===== src/rtl/trace_tx.sv =====
// Trace port transmitter: serialises 128-bit frames as 16-bit halfwords onto a 1/2/4-bit DDR bus.
// Full syncs (FFFF,7FFF) go out after reset, periodically and on width change; 7FFF pads fill idle time.
module trace_tx #(
  parameter int MAXBUSWIDTH   = 4,
  parameter int SYNC_INTERVAL = 16
) (
  input  logic                   traceClkin,
  input  logic                   rst,
  input  logic [1:0]             width,
  input  logic [127:0]           packet,
  input  logic                   pkValid,
  output logic                   pkReady,
  output logic [MAXBUSWIDTH-1:0] traceDouta,
  output logic [MAXBUSWIDTH-1:0] traceDoutb,
  output logic                   syncSent,
  output logic                   frameSent
);

  localparam int NB = (MAXBUSWIDTH < 4) ? MAXBUSWIDTH : 4;
  localparam logic [7:0] SI = 8'(SYNC_INTERVAL);

  typedef enum logic [1:0] {SYNC0, SYNC1, IDLE, DATA} state_t;

  state_t         state, state_nx;
  logic [15:0]    sr, hw;
  logic [2:0]     cnt, idx, idx_nx;
  logic [1:0]     cw;
  logic           run, buf_full, buf_full_nx, sync_pend, sync_pend_nx;
  logic [127:0]   hold, frame, fsh;
  logic [7:0]     frame_cnt, frame_cnt_nx;
  logic           bnd, wchg, pend_eff, accept, load, sync_tog, frame_tog;
  logic [7:0]     ba_nx;
  logic [MAXBUSWIDTH-1:0] a_w, b_w;

  function automatic logic [2:0] last_beat(input logic [1:0] w);
    case (w)
      2'd3:    return 3'd1;
      2'd2:    return 3'd3;
      default: return 3'd7;
    endcase
  endfunction

  // Returns {b, a} for beat k of halfword d at bus width w; LSBs go out first.
  function automatic logic [7:0] beat_bits(input logic [15:0] d, input logic [1:0] w,
                                           input logic [2:0] k);
    logic [15:0] s;
    case (w)
      2'd3: begin
        s = d >> {k, 3'b000};
        return {s[7:4], s[3:0]};
      end
      2'd2: begin
        s = d >> {k, 2'b00};
        return {2'b00, s[3:2], 2'b00, s[1:0]};
      end
      default: begin
        s = d >> {k, 1'b0};
        return {3'b000, s[1], 3'b000, s[0]};
      end
    endcase
  endfunction

  always_comb begin
    bnd          = !run || (cnt == last_beat(cw));
    wchg         = run && (width != cw);
    pend_eff     = sync_pend || wchg;
    accept       = pkValid && pkReady;
    fsh          = frame >> {idx, 4'b0000};
    state_nx     = state;
    hw           = 16'h7FFF;
    idx_nx       = idx;
    sync_pend_nx = sync_pend;
    frame_cnt_nx = frame_cnt;
    load         = 1'b0;
    sync_tog     = 1'b0;
    frame_tog    = 1'b0;
    if (bnd) begin
      if (wchg) sync_pend_nx = 1'b1;
      case (state)
        SYNC0: begin
          hw       = 16'hFFFF;
          state_nx = SYNC1;
        end
        SYNC1: begin
          sync_tog     = 1'b1;
          sync_pend_nx = wchg;
          state_nx     = IDLE;
        end
        IDLE: begin
          if (pend_eff) begin
            hw       = 16'hFFFF;
            state_nx = SYNC1;
          end else if (buf_full) begin
            load     = 1'b1;
            hw       = hold[15:0];
            idx_nx   = 3'd1;
            state_nx = DATA;
          end
        end
        DATA: begin
          hw     = fsh[15:0];
          idx_nx = idx + 3'd1;
          if (idx == 3'd7) begin
            frame_tog = 1'b1;
            state_nx  = IDLE;
            // Periodic sync is only scheduled here, so it always lands between frames.
            if (SI != 8'd0 && (frame_cnt + 8'd1) == SI) begin
              frame_cnt_nx = 8'd0;
              sync_pend_nx = 1'b1;
            end else begin
              frame_cnt_nx = frame_cnt + 8'd1;
            end
          end
        end
        default: state_nx = SYNC0;
      endcase
    end
    buf_full_nx = accept ? 1'b1 : (load ? 1'b0 : buf_full);
    ba_nx = bnd ? beat_bits(hw, width, 3'd0) : beat_bits(sr, cw, cnt + 3'd1);
    a_w = '0;
    b_w = '0;
    a_w[NB-1:0] = ba_nx[NB-1:0];
    b_w[NB-1:0] = ba_nx[NB+3:4];
  end

  always_ff @(posedge traceClkin or posedge rst) begin
    if (rst) begin
      state      <= SYNC0;
      sr         <= '0;
      cnt        <= '0;
      idx        <= '0;
      cw         <= '0;
      run        <= 1'b0;
      buf_full   <= 1'b0;
      sync_pend  <= 1'b1;
      hold       <= '0;
      frame      <= '0;
      frame_cnt  <= '0;
      pkReady    <= 1'b0;
      traceDouta <= '0;
      traceDoutb <= '0;
      syncSent   <= 1'b0;
      frameSent  <= 1'b0;
    end else begin
      run        <= 1'b1;
      state      <= state_nx;
      idx        <= idx_nx;
      sync_pend  <= sync_pend_nx;
      frame_cnt  <= frame_cnt_nx;
      buf_full   <= buf_full_nx;
      pkReady    <= !buf_full_nx;
      traceDouta <= a_w;
      traceDoutb <= b_w;
      syncSent   <= syncSent ^ sync_tog;
      frameSent  <= frameSent ^ frame_tog;
      if (accept) hold <= packet;
      if (load)   frame <= hold;
      if (bnd) begin
        sr  <= hw;
        cw  <= width;
        cnt <= 3'd0;
      end else begin
        cnt <= cnt + 3'd1;
      end
    end
  end

endmodule


===== config.mk =====
export PLATFORM = sky130hd
export DESIGN_NAME = trace_tx
export DESIGN_NICKNAME = d
export VERILOG_FILES = /design/src/rtl/trace_tx.sv
export SDC_FILE = /design/constraint.sdc
export NUM_CORES = 1
export LEC_CHECK = 0
export CAP_MARGIN = 20
export CORE_ASPECT_RATIO = 2
export CORE_MARGIN = 5
export CORE_UTILIZATION = 30
export CTS_CLUSTER_DIAMETER = 30
export CTS_CLUSTER_SIZE = 40
export DETAILED_ROUTE_END_ITERATION = 8
export HOLD_SLACK_MARGIN = 0.03
export PLACE_DENSITY = 0.45
export SYNTH_ARGS = -nofsm -noshare
export SYNTH_HDL_FRONTEND = slang
export SYNTH_SLANG_ARGS = --single-unit
export TNS_END_PERCENT = 1

===== constraint.sdc =====
create_clock -name traceClkin -period 23.3 [get_ports traceClkin]
set_input_delay 3.495 -clock traceClkin [delete_from_list [all_inputs] [get_ports traceClkin]]
set_output_delay 3.495 -clock traceClkin [all_outputs]
set_load 0.03 [all_outputs]

==> results.yml <==
power_and_ir_drop:
  total_leakage_power_uw: 0.00769
  pwr_density_cell_nw_per_um2: 136
  vdd_ir_max_uv: 62.3
sta:
  timing.max_slew.rel_slack_pct: 36.3
  finish_stage_setup_viols: 0
  hold_violations: 0
  worst_case_hold_slack_ns: 0.469
  fin_worst_skew_ns: 0.0167
  post-route-period-util_pct: 27.1
  worstMarginPinSlew_ns: 0.955
  period_minus_slack_ns: 6.31
  rsz0062_at_grt: "false"
  max_clock_freq_ghz: 0.159
  final_max_slew_viol_count: 0
  finalSetupTns_ns: 0
cts:
  htree_levels: 2
  cts-root-buf: "sky130_fd_sc_hd__clkbuf_16"
  cts_hold_buffers: 0
  cts_num_sinks: 304
  tritoncts_clock_tree: "built"
  clk_lat_worst_skew_ns: 0.56
  clockBufferDepth: 3
  worst_setup_hold_path_clk_slew_ns: 0.05
  cts_setup_buffers: 0
  numCtsBuffers: 50
  postCtsResizedCells: 0
critical_path:
  worstSetupEndpointType: "flip-flop"
  timing_worst_setup_path_type: "primary input to flip-flop"
  worst-endpoint-arrival_ns: 6.74
  cell_by_cell_listing_of_the_critical_path: "clkdlybuf4s50_1 -> xor2_1 -> o21ai_2 -> nand3_4 -> buf_4 -> buf_16 -> buf_4 -> mux2_2"
  cp_max_fo: 52
  timing.critical_path.required_ns: 23.73
  crit_slowest_cell: "sky130_fd_sc_hd__buf_4"
  slowest_delay_ns: 0.63
  cp.buffers_inverters: 4
  path_common_cell: "sky130_fd_sc_hd__buf_4"
  startpoint_type: "primary input"
  path_delay_family: "buffers and inverters"
yosys:
  synthTopCellsByArea: "sky130_fd_sc_hd__dfrtp_1 57%, sky130_fd_sc_hd__mux2_2 15%, sky130_fd_sc_hd__mux2_4 11%, sky130_fd_sc_hd__mux4_2 6.0%, sky130_fd_sc_hd__nand2_1 1.1%"
  syn_inst: 864
  largest_family_of_logic_cells_by_synthesized_area: "multiplexers"
  distinct_cells_synth: 55
  netlist_area_um2: 13400
  yosysWarningCount: 0
  synthMuxAreaShare_pct: 32.4
  synth-compound-area-share_pct: 4.01
  synth_top_cell_by_area: "sky130_fd_sc_hd__dfrtp_1"
  ffs_latches_synth: 304
  synth_xor_area_share_pct: 0.784
  seq_area_frac_synth_pct: 56.8
  synth-adder-area-share_pct: 0.373
  synth_ff_type: "sky130_fd_sc_hd__dfrtp_1"
  synth-edff-count: 0
  synth-simple-area-share_pct: 3.30
  synth_area_per_cell_um2: 15.5
  async_flop_share_pct: 100
  postSynthNetCount: 1001
  synth_largest_type_area_fraction_pct: 56.6
flow_run:
  maxCapViolations: 0
grt:
  grt-ovfl-total: 0
  via_count_of_the_first_global_routing_pass: 8657
  grt_pass1_wl_um: 52300
  antenna_found_initial: 0
  grtUsageTotal_pct: 13.5
  grt_start_max_net_pins: 150
placed_design:
  io_buffer_count: 143
  gp_congestion: 0.762
  dp_hpwl_um: 22300
hold_path:
  hold_path_class: "flip-flop to flip-flop"
route:
  drtPass1Iterations: 4
  via_count: 7603
  number_of_remaining_drc_errors: 0
  drt_via_density: 4.70
  detail_route.wirelength_um: 33200
  final_ant_viol_nets: 0
  initialDrtViolationCount: 283
  drt-wirelength-per-cell_um: 20.5
floorplan:
  core_um2: 44200
  floorplan.die.height_um: 309
  initial_utilization_pct: 30.3
  chipWidth_um: 159
  num_io_pins: 144
  dieArea_um2: 49300
  number_of_rows_in_the_core_area: 109
finish:
  nets: 1157
  layout-drive-gt1-share_pct: 39.7
  layout-area-overhead-vs-synth_pct: 28.6
  antenna-diode-count: 0
outcome:
  run_status: "finished clean"
-- per-layer routing --
layer / routed length [µm] / global-route usage (%)
met3: 1080 / 2.23
met2: 17700 / 24.2
met1: 13400 / 16.3
met5: 0 / 0
met4: 1010 / 5.22
-- layout make-up --
class	instances	area [µm²]
multi-input combinational	504	5500
sequential	304	7610
clock inverter	28	362
timing repair buffer	157	1620
tap	555	694
inverter	3	18.8
fill	4214	27000
clock buffer	66	1430
-- through the flow --
| step | util (%) | std cells | total power (µW) | worst slack (ns) | area [µm²] |
|---|---|---|---|---|---|
| after floorplan | - | 864 | 1390 | 11.40 | 13400 |
| after global placement | 34.7 | 1519 | 1590 | 16.10 | 15300 |
| after detailed placement | 34.7 | 1519 | 1590 | 16.05 | 15300 |
| after CTS | 38.8 | 1613 | 2390 | 16.65 | 17100 |
| after global routing | 39.0 | 1617 | 2490 | 16.84 | 17200 |
| final | 39.0 | 1617 | 2350 | 16.99 | 17200 |
-- placed cells by master (no fill, tap or decap), types with 6 or more instances in the layout --
| cell | Yosys | routed |
|---|---|---|
| sky130_fd_sc_hd__buf_4 | 2 | 10 |
| sky130_fd_sc_hd__bufinv_16 | 0 | 6 |
| sky130_fd_sc_hd__clkbuf_16 | 0 | 51 |
| sky130_fd_sc_hd__clkbuf_8 | 0 | 10 |
| sky130_fd_sc_hd__clkdlybuf4s50_1 | 0 | 143 |
| sky130_fd_sc_hd__clkinvlp_4 | 0 | 8 |
| sky130_fd_sc_hd__dfrtp_1 | 303 | 301 |
| sky130_fd_sc_hd__mux2_2 | 174 | 174 |
| sky130_fd_sc_hd__mux2_4 | 97 | 97 |
| sky130_fd_sc_hd__mux2i_1 | 12 | 12 |
| sky130_fd_sc_hd__mux4_2 | 36 | 36 |
| sky130_fd_sc_hd__nand2_1 | 41 | 40 |
| sky130_fd_sc_hd__nand3_1 | 11 | 11 |
| sky130_fd_sc_hd__nor2_1 | 10 | 10 |
| sky130_fd_sc_hd__o21ai_0 | 26 | 26 |
| sky130_fd_sc_hd__o22ai_1 | 12 | 12 |
| sky130_fd_sc_hd__xnor2_1 | 6 | 6 |
| sky130_fd_sc_hd__xor2_1 | 6 | 6 |
-- worst paths after layout --
path                        endpoint       from  cells past startpoint  slack, ns
setup / recovery           frame[29]   width[1]                      8      16.99
hold / removal             frameSent  frameSent                      1       0.47
setup reg to reg           frame[13]     cnt[0]                      8      19.50
hold reg to reg            frameSent  frameSent                      1       0.47
max in group asynchronous   hold[77]        rst                      6      18.06
min in group asynchronous    hold[1]        rst                      2       3.38
-- worst reg2reg max path, stage by stage, from the launching register on --
cell and delay (ns):
sky130_fd_sc_hd__dfrtp_1 0.96, sky130_fd_sc_hd__nand2_1 0.24, sky130_fd_sc_hd__o311ai_4 0.26, sky130_fd_sc_hd__buf_4 0.28, sky130_fd_sc_hd__nand3_4 0.46, sky130_fd_sc_hd__buf_4 0.42
sky130_fd_sc_hd__buf_16 0.27, sky130_fd_sc_hd__buf_4 0.41, sky130_fd_sc_hd__mux2_4 0.40
-- power by group --
part | leakage (µW) | internal (µW) | total, µW | switching [µW]
clock | 0.000858 | 503 | 776 | 272
sequential | 0.00374 | 763 | 916 | 153
combinational | 0.00309 | 403 | 655 | 252
total | 0.00769 | 1670 | 2350 | 677
-- flip-flops by register name, summed over array words and instances (netlist names) --
register	cells
sync_pend	1
state	2
pkReady	1
cw	2
frameSent	1
run	1
buf_full	1
syncSent	1
frame_cnt	8
cnt	3
traceDouta	4
hold	128
idx	3
frame	128
traceDoutb	4
sr	16
-- cells in the mapped netlist (2+ instances only) --
| cell type | number |
|---|---|
| sky130_fd_sc_hd__o22a_1 | 3 |
| sky130_fd_sc_hd__or2_2 | 2 |
| sky130_fd_sc_hd__ha_1 | 4 |
| sky130_fd_sc_hd__o32ai_1 | 4 |
| sky130_fd_sc_hd__nor2b_1 | 3 |
| sky130_fd_sc_hd__mux2i_1 | 12 |
| sky130_fd_sc_hd__a21oi_1 | 5 |
| sky130_fd_sc_hd__dfrtp_1 | 303 |
| sky130_fd_sc_hd__buf_2 | 8 |
| sky130_fd_sc_hd__nor2_1 | 10 |
| sky130_fd_sc_hd__mux2_4 | 97 |
| sky130_fd_sc_hd__or3_1 | 2 |
| sky130_fd_sc_hd__xnor2_1 | 6 |
| sky130_fd_sc_hd__mux2_2 | 174 |
| sky130_fd_sc_hd__a21boi_0 | 3 |
| sky130_fd_sc_hd__nand3b_1 | 2 |
| sky130_fd_sc_hd__buf_6 | 11 |
| sky130_fd_sc_hd__nor3_1 | 2 |
| sky130_fd_sc_hd__mux4_2 | 36 |
| sky130_fd_sc_hd__clkbuf_1 | 32 |
| sky130_fd_sc_hd__a21o_1 | 2 |
| sky130_fd_sc_hd__and2_1 | 3 |
| sky130_fd_sc_hd__nand2_1 | 41 |
| sky130_fd_sc_hd__o22ai_1 | 12 |
| sky130_fd_sc_hd__xor2_1 | 6 |
| sky130_fd_sc_hd__buf_4 | 2 |
| sky130_fd_sc_hd__a31oi_1 | 2 |
| sky130_fd_sc_hd__inv_1 | 3 |
| sky130_fd_sc_hd__and3_1 | 4 |
| sky130_fd_sc_hd__nand4_1 | 2 |
| sky130_fd_sc_hd__nand4b_1 | 2 |
| sky130_fd_sc_hd__a22o_1 | 3 |
| sky130_fd_sc_hd__a22oi_1 | 4 |
| sky130_fd_sc_hd__nand3_1 | 11 |
| sky130_fd_sc_hd__o21ai_0 | 26 |
| sky130_fd_sc_hd__o211ai_1 | 3 |
-- cells by family after synthesis --
family	Yosys count
multiplexers	319
flip-flops	304
AND/OR/NAND/NOR	90
AO/OA/AOI/OAI	78
buffers and inverters	56
XOR/XNOR	12
adder cells (fa/ha/maj)	4
other	1
No activity file was read; power rests on OpenSTA's default activity.
